<file path="src/rtl/mem_pkg.sv">
// -----------------------------------------------------------------------------
// mem_pkg
// Shared definitions for the memory-stage controller: default widths, the
// stack-pointer reset value, the decoded memory-operation enum, the controller
// FSM state enum, and small helpers for decoding and classifying operations.
// -----------------------------------------------------------------------------
package mem_pkg;

  localparam int DEF_DATA_W      = 16;
  localparam int DEF_ADDR_W      = 11;
  localparam int DEF_SP_RESET    = (1 << DEF_ADDR_W) - 1;
  localparam int DEF_TIMEOUT_CYC = 64;

  typedef enum logic [2:0] {
    OP_NONE,
    OP_LOAD,
    OP_STORE,
    OP_PUSH,
    OP_POP
  } op_e;

  typedef enum logic {
    S_IDLE,
    S_ACCESS
  } state_e;

  // Priority push > pop > store > load; a bubble never selects an operation.
  function automatic op_e decode_op(input logic valid, input logic push,
                                    input logic pop, input logic wr,
                                    input logic rd);
    if (!valid)    return OP_NONE;
    else if (push) return OP_PUSH;
    else if (pop)  return OP_POP;
    else if (wr)   return OP_STORE;
    else if (rd)   return OP_LOAD;
    else           return OP_NONE;
  endfunction

  function automatic logic op_is_read(input op_e op);
    return (op == OP_LOAD) || (op == OP_POP);
  endfunction

  function automatic logic op_is_write(input op_e op);
    return (op == OP_STORE) || (op == OP_PUSH);
  endfunction

endpackage

</file>
<file path="src/rtl/mem_stage_ctrl_sp_unit.sv">
// -----------------------------------------------------------------------------
// sp_unit
// Stack-pointer register with modulo-2**ADDR_W arithmetic and the push/pop
// address mux. Push uses SP then post-decrements; pop pre-increments and uses
// SP+1.
//   clk, rst_n  : clock, asynchronous active-low reset (SP <= SP_RESET)
//   push_i      : commit a push this cycle (SP <= SP-1)
//   pop_i       : commit a pop this cycle  (SP <= SP+1)
//   sp_o        : current SP
//   addr_o      : stack access address for the operation being committed
// -----------------------------------------------------------------------------
module sp_unit
  import mem_pkg::*;
#(
  parameter int ADDR_W   = DEF_ADDR_W,
  parameter int SP_RESET = DEF_SP_RESET
) (
  input  logic              clk,
  input  logic              rst_n,
  input  logic              push_i,
  input  logic              pop_i,
  output logic [ADDR_W-1:0] sp_o,
  output logic [ADDR_W-1:0] addr_o
);

  logic [ADDR_W-1:0] sp_q;
  logic [ADDR_W-1:0] sp_d;
  logic [ADDR_W-1:0] sp_inc;
  logic [ADDR_W-1:0] sp_dec;

  // Truncation to ADDR_W bits gives the wrap-around for free.
  assign sp_inc = sp_q + ADDR_W'(1);
  assign sp_dec = sp_q - ADDR_W'(1);

  assign addr_o = pop_i ? sp_inc : sp_q;
  assign sp_o   = sp_q;

  always_comb begin
    // NOTE: default assignment first so every path drives sp_d; no latch.
    sp_d = sp_q;
    if (push_i)     sp_d = sp_dec;
    else if (pop_i) sp_d = sp_inc;
  end

  // NOTE: sequential state uses non-blocking assignments only.
  always_ff @(posedge clk or negedge rst_n) begin
    if (!rst_n) sp_q <= ADDR_W'(SP_RESET);
    else        sp_q <= sp_d;
  end

endmodule

</file>
<file path="src/rtl/mem_stage_ctrl.sv">
// -----------------------------------------------------------------------------
// mem_stage_ctrl
// Memory-stage controller between EX/MEM and MEM/WB. Decodes load/store/
// push/pop, owns the stack pointer, runs a req/ready handshake with data
// memory, stalls the pipeline for the access and registers the MEM/WB outputs.
//
// Optional feature (macro MEM_STAGE_TIMEOUT_EN): adds parameter TIMEOUT_CYC
// and output mem_timeout; an access with no mem_ready for TIMEOUT_CYC cycles
// is abandoned with a bubble writeback and a one-cycle mem_timeout pulse.
//
// Ports:
//   clk, rst_n            clock, asynchronous active-low reset
//   exmem_*               decoded instruction from EX/MEM
//   mem_req/we/addr/wdata request to data memory (held until mem_ready)
//   mem_ready, mem_rdata  memory completion and read data
//   dataFromMemory, MEMWB_* registered results to MEM/WB
//   mem_stall             freeze upstream pipeline stages
//   sp                    current stack pointer
//   mem_timeout           (optional) access-abandoned pulse
// -----------------------------------------------------------------------------
module mem_stage_ctrl
  import mem_pkg::*;
#(
  parameter int DATA_W   = DEF_DATA_W,
  parameter int ADDR_W   = DEF_ADDR_W,
  parameter int SP_RESET = DEF_SP_RESET
`ifdef MEM_STAGE_TIMEOUT_EN
  ,
  parameter int TIMEOUT_CYC = DEF_TIMEOUT_CYC
`endif
) (
  input  logic              clk,
  input  logic              rst_n,
  input  logic              exmem_valid,
  input  logic              exmem_memRead,
  input  logic              exmem_memWrite,
  input  logic              exmem_push,
  input  logic              exmem_pop,
  input  logic [DATA_W-1:0] exmem_alu_result,
  input  logic [DATA_W-1:0] exmem_store_data,
  input  logic [2:0]        exmem_rdst,
  input  logic              exmem_wb,
  output logic              mem_req,
  output logic              mem_we,
  output logic [ADDR_W-1:0] mem_addr,
  output logic [DATA_W-1:0] mem_wdata,
  input  logic              mem_ready,
  input  logic [DATA_W-1:0] mem_rdata,
  output logic [DATA_W-1:0] dataFromMemory,
  output logic [DATA_W-1:0] MEMWB_ALU_result,
  output logic [2:0]        MEMWB_Rdst_address,
  output logic              MEMWB_memRead,
  output logic              MEMWB,
  output logic              mem_stall,
  output logic [ADDR_W-1:0] sp
`ifdef MEM_STAGE_TIMEOUT_EN
  ,
  output logic              mem_timeout
`endif
);

  state_e            state_q;
  op_e               op_sel;
  op_e               op_q;
  logic              start;
  logic              tmo_hit;
  logic [ADDR_W-1:0] sp_addr;
  logic [ADDR_W-1:0] addr_q;
  logic [DATA_W-1:0] wdata_q;
  logic [DATA_W-1:0] alu_q;
  logic [2:0]        rdst_q;
  logic              wb_q;
  logic [DATA_W-1:0] dfm_q;
  logic [DATA_W-1:0] wb_alu_q;
  logic [2:0]        wb_rdst_q;
  logic              wb_rd_q;
  logic              wb_en_q;

  assign op_sel = decode_op(exmem_valid, exmem_push, exmem_pop,
                            exmem_memWrite, exmem_memRead);
  // A memory op seen in IDLE stalls in the same cycle, before ACCESS is entered.
  assign start  = (state_q == S_IDLE) && (op_sel != OP_NONE);

  sp_unit #(
    .ADDR_W   (ADDR_W),
    .SP_RESET (SP_RESET)
  ) u_sp (
    .clk    (clk),
    .rst_n  (rst_n),
    .push_i (start && (op_sel == OP_PUSH)),
    .pop_i  (start && (op_sel == OP_POP)),
    .sp_o   (sp),
    .addr_o (sp_addr)
  );

`ifdef MEM_STAGE_TIMEOUT_EN
  localparam int                CNT_W    = $clog2(TIMEOUT_CYC + 1);
  localparam logic [CNT_W-1:0] TMO_LAST = CNT_W'(TIMEOUT_CYC - 1);

  logic [CNT_W-1:0] tmo_cnt_q;
  logic             tmo_q;

  assign tmo_hit     = (tmo_cnt_q == TMO_LAST);
  assign mem_timeout = tmo_q;
`else
  assign tmo_hit = 1'b0;
`endif

  always_ff @(posedge clk or negedge rst_n) begin
    if (!rst_n) begin
      // NOTE: datapath registers are reset too, because their zero values are visible on output ports.
      state_q   <= S_IDLE;
      op_q      <= OP_NONE;
      addr_q    <= '0;
      wdata_q   <= '0;
      alu_q     <= '0;
      rdst_q    <= '0;
      wb_q      <= 1'b0;
      dfm_q     <= '0;
      wb_alu_q  <= '0;
      wb_rdst_q <= '0;
      wb_rd_q   <= 1'b0;
      wb_en_q   <= 1'b0;
`ifdef MEM_STAGE_TIMEOUT_EN
      tmo_cnt_q <= '0;
      tmo_q     <= 1'b0;
`endif
    end else begin
`ifdef MEM_STAGE_TIMEOUT_EN
      tmo_q <= 1'b0;
`endif
      case (state_q)
        S_IDLE: begin
          if (op_sel != OP_NONE) begin
            state_q <= S_ACCESS;
            op_q    <= op_sel;
            addr_q  <= ((op_sel == OP_PUSH) || (op_sel == OP_POP))
                       ? sp_addr : exmem_alu_result[ADDR_W-1:0];
            wdata_q <= exmem_store_data;
            alu_q   <= exmem_alu_result;
            rdst_q  <= exmem_rdst;
            wb_q    <= exmem_wb;
            wb_en_q <= 1'b0;
            wb_rd_q <= 1'b0;
            dfm_q   <= '0;
`ifdef MEM_STAGE_TIMEOUT_EN
            tmo_cnt_q <= '0;
`endif
          end else begin
            // Pass-through: one-cycle latency; a bubble yields MEMWB = 0.
            wb_alu_q  <= exmem_alu_result;
            wb_rdst_q <= exmem_rdst;
            wb_en_q   <= exmem_valid & exmem_wb;
            wb_rd_q   <= 1'b0;
            dfm_q     <= '0;
          end
        end
        S_ACCESS: begin
          if (mem_ready) begin
            state_q   <= S_IDLE;
            wb_alu_q  <= alu_q;
            wb_rdst_q <= rdst_q;
            wb_en_q   <= wb_q;
            wb_rd_q   <= op_is_read(op_q);
            dfm_q     <= op_is_read(op_q) ? mem_rdata : '0;
          end else begin
            // Waiting cycles present bubbles so MEM/WB writes back only once.
            wb_en_q <= 1'b0;
            wb_rd_q <= 1'b0;
            dfm_q   <= '0;
            if (tmo_hit) state_q <= S_IDLE;
`ifdef MEM_STAGE_TIMEOUT_EN
            if (tmo_hit) tmo_q <= 1'b1;
            else         tmo_cnt_q <= tmo_cnt_q + CNT_W'(1);
`endif
          end
        end
        default: state_q <= S_IDLE;
      endcase
    end
  end

  assign mem_req            = (state_q == S_ACCESS);
  assign mem_we             = mem_req && op_is_write(op_q);
  assign mem_addr           = addr_q;
  assign mem_wdata          = wdata_q;
  assign mem_stall          = mem_req || start;
  assign dataFromMemory     = dfm_q;
  assign MEMWB_ALU_result   = wb_alu_q;
  assign MEMWB_Rdst_address = wb_rdst_q;
  assign MEMWB_memRead      = wb_rd_q;
  assign MEMWB              = wb_en_q;

endmodule

</file>
<file path="config.mk">
export PLATFORM = sky130hd
export DESIGN_NAME = mem_stage_ctrl
export DESIGN_NICKNAME = d
export VERILOG_FILES = /design/src/rtl/mem_pkg.sv /design/src/rtl/mem_stage_ctrl_sp_unit.sv /design/src/rtl/mem_stage_ctrl.sv
export SDC_FILE = /design/constraint.sdc
export NUM_CORES = 1
export LEC_CHECK = 0
export BUFFER_PORTS_ARGS = -buffer_cell sky130_fd_sc_hd__buf_4
export CORE_ASPECT_RATIO = 0.5
export CORE_UTILIZATION = 30
export DETAILED_ROUTE_END_ITERATION = 16
export PLACE_DENSITY_LB_ADDON = 0.12
export SLEW_MARGIN = 10
export SYNTH_ARGS = -nofsm -noshare
export SYNTH_HDL_FRONTEND = slang
export SYNTH_HIERARCHICAL = 1
export SYNTH_SLANG_ARGS = --single-unit
</file>
<file path="constraint.sdc">
create_clock -name clk -period 2.4 [get_ports clk]
set_input_delay 0.24 -clock clk [delete_from_list [all_inputs] [get_ports clk]]
set_output_delay 0.24 -clock clk [all_outputs]
set_load 0.03 [all_outputs]
</file>
==> run_results.csv <==
group,metric,value,unit
synthesis,yosys-top-cells-area,"dfrtp_1 (49%), mux2_2 (9.3%), mux2i_1 (6.7%)",
min_path,whs_path_depth,2,
global_route,grt_start_max_net_pins,56,
synthesis,netlist_area,0.00449,mm2
timing,slew_violations,0,
timing,max_freq,466,MHz
pwr,powerDensity,1050,mW/mm2
cts,clock_path_buffers,2,
setup_path,cp_slowest_cell,"dfrtp_1",
floorplanning,fp.dieH,88.6,um
pwr,ir_drop,0.516,mV
setup_path,reg2reg_from,"mem_req",
route,detail_route.iter0.violations,117,
setup_path,r2r-end,"mem_addr[9]",
global_route,grt_pass1_vias,3047,
cts,path_clk_slew,0.07,ns
route,first_pass_iters,4,
setup_path,crit_family,"simple AND/OR/NAND/NOR gates",
timing,slew-limit-headroom,32.4,%
cts,cts_tree,"built",
setup_path,cp-end-kind,"register",
synthesis,yosys_warnings,6,
cells_and_area,n_antenna_cell,0,
placement,io_buffers,137,
cells_and_area,fillers,1407,
outcome,status,"complete, no violations",
timing,post-route-min-period,2.15,ns
route,drt_drc_violations_left,0,
route,wl_per_cell,15.5,um
cells_and_area,seq_area,0.00249,mm2
synthesis,synth.top_cell.area_share,49.0,%
cells_and_area,area_delta_synth_final,33.5,%
setup_path,cp.arrival,2.41,ns
timing,rsz0062_at_grt,"false",
setup_path,rrSetupSlack,0.25,ns
floorplanning,die_w,175,um
timing,skew,0.00709,ns
pwr,p_sw,2.39,mW
timing,fin_setup_tns,0,ns
synthesis,async_reset_ff_share,100,%
pwr,p_sw_share,38.1,%
route,routed_wl,10.9,mm
route,num_vias,3249,
pwr,power,6.29,mW
global_route,overflow,0,
synthesis,syn_inst,365,
placement,hpwl,7.49,mm
timing,tightest_slew,1.01,ns
cts,cts_made_buffers,9,
pwr,clockPowerShare,21.4,%
setup_path,critPathKind,"reg -> reg",
synthesis,syn_avg_cell_area,12.3,um2
placement,globalplace.congestion,0.765,
floorplanning,core-area,0.0145,mm2
synthesis,ys.flop_type,"dfrtp_1",
synthesis,ys_ff_latch,99,
timing,period_share,89.5,%
setup_path,required,2.66,ns
global_route,track_usage,14.0,%
cells_and_area,multi_input_area,0.00182,mm2
timing,setup_viol,0,
setup_path,crit_chain,"nand2b_4, nor3b_1, buf_4, nand4_1, nor3_1, xor2_1, mux2i_1, o21ai_0",
global_route,grt_pass1_wl,16.8,mm
floorplanning,num_rows,31,
pwr,seqPwrFrac,41.3,%
cts,cts_sinks,99,
synthesis,seq_area_frac_synth,55.4,%
floorplanning,num_io_pins,138,
setup_path,worstRegToRegCells,8,
global_route,antenna_found_initial,0,
job,max-cap-violations,0,
setup_path,critPathMaxStageDelay,0.38,ns
floorplanning,die-area,0.0155,mm2
pwr,p_comb_share,37.3,%
route,ant_nets,0,
synthesis,synth_edf_count,0,
setup_path,worstSetupStartpointType,"register",
cells_and_area,fin_nets,561,
cts,clock_latency,0.34,ns
floorplanning,start_util,30.9,%
cts,htree_num_levels,3,
min_path,holdCritPathClass,"in -> reg",
timing,hold_viol,0,
route,via_per_inst,4.63,
pwr,p_leak,2.76,nW
min_path,min_from,"mem_rdata[4]",
setup_path,crit_buf_inv,1,
synthesis,syn-num-nets,427,
setup_path,crit_path_max_fanout,16,
cells_and_area,drive_gt1_share,47.4,%
synthesis,yosysTopAreaCell,"dfrtp_1",
pwr,p_int,3.90,mW
min_path,min_to,"dataFromMemory[4]",
cts,cts_root_buffer,"clkbuf_16",
synthesis,synthDistinctLibCells,41,
-- synthesized netlist by cell type (6+ instances only) --
master and count:
nor3_1 6, mux2_2 37, xor2_1 9, clkbuf_1 10, dfstp_2 11, o221a_2 17
dfrtp_1 88, o21ai_0 29, buf_6 6, xnor2_1 12, nor2_1 15, buf_2 10
nand2_1 28, mux2i_1 30, and2_1 16
-- cell type report --
type,instances,area share (%)
Timing Repair Buffer,151,19.3
Clock inverter,6,0.688
Sequential cell,99,41.5
Multi-Input combinational cell,234,30.3
Tap cell,198,4.13
Clock buffer,10,3.81
Inverter,4,0.250
-- cell usage in the layout (no fill, tap or decap), types with 4 or more instances in the layout --
cell,count
nand2_1,28
buf_4,148
nor3_1,6
xor2_1,9
o21ai_0,28
dfrtp_1,88
nor2_1,15
mux2_2,37
mux2i_1,30
inv_1,4
a21oi_1,5
xnor2_1,12
o221a_2,17
nand4_1,4
dfstp_2,11
clkbuf_16,9
and2_1,16
-- power by group through the flow --
| stage | sequential [mW] | combinational [mW] | clock (mW) |
|---|---|---|---|
| 2_1_floorplan | 3.17 | 0.929 | 0 |
| 3_3_place_gp | 2.65 | 2.35 | 0 |
| 3_5_place_dp | 2.64 | 2.36 | 0 |
| 4_1_cts | 2.61 | 2.37 | 1.41 |
| 5_1_grt | 2.68 | 2.52 | 1.46 |
| 6_report | 2.60 | 2.34 | 1.35 |
-- metal layers --
metal / track usage [%] / vias to the layer above / wire (um)
met1: 19.7 / 1594 / 5340
met2: 21.5 / 87 / 4930
met5: 0 / - / 0
met3: 3.61 / 7 / 512
met4: 3.79 / 0 / 95
li1: - / 1561 / -
-- metrics by stage --
stage,worst slack (ns),hold WS (ns),cell area (um2),util (%),std cells
3_3_place_gp,0.266,0.150,5700,39.2,682
6_report,0.253,0.0989,6000,41.3,702
5_1_grt,0.0562,0.0914,6000,41.3,702
4_1_cts,0.132,0.0861,5980,41.1,699
2_1_floorplan,0.187,-0.0556,4490,-,365
3_5_place_dp,0.152,0.153,5700,39.2,682
-- sequential cells by signal, indices dropped and copies added, names as in the netlist --
name	flops
MEMWB	1
MEMWB_ALU_result	16
MEMWB_Rdst_address	3
MEMWB_memRead	1
alu_q	16
dataFromMemory	16
mem_addr	11
mem_req	1
mem_wdata	16
op_q	3
rdst_q	3
u_sp/sp_o	11
wb_q	1
-- worst max-delay path by stage --
| stage | start | to | cells past startpoint |
|---|---|---|---|
| 4_1_cts | mem_req | mem_addr[9] | 8 |
| 6_report | mem_req | mem_addr[9] | 8 |
| 3_5_place_dp | mem_req | mem_addr[9] | 8 |
| 2_1_floorplan | mem_req | mem_addr[9] | 9 |
| 3_3_place_gp | mem_req | mem_addr[9] | 8 |
| 5_1_grt | mem_req | mem_addr[9] | 8 |
-- worst register-to-register path, cell delays in order (launching register included) --
cell and delay, ns:
dfrtp_1 0.38, nand2b_4 0.21, nor3b_1 0.31, buf_4 0.22
nand4_1 0.27, nor3_1 0.30, xor2_1 0.16, mux2i_1 0.08
o21ai_0 0.13
-- cell families after synthesis --
| group | count (synthesis) | share of synthesized area [%] |
|---|---|---|
| AOI/OAI and AO/OA | 59 | 9.49 |
| xor gates and xnor gates | 21 | 4.09 |
| adders and majority gates | 2 | 0.557 |
| buffers and inverters | 32 | 4.23 |
| DFF | 99 | 55.4 |
| muxes | 67 | 16.0 |
| and+or+nand+nor | 85 | 10.2 |
-- what timing repair did --
action / in CTS / in global routing
buffers inserted: 0 / 3
gates resized for setup: 0 / 0
endpoints found under the setup margin: 0 / 1
endpoints found under the hold margin: 19 / 0
hold buffers: 1 / 0
No activity file was read; power rests on OpenSTA's default activity.
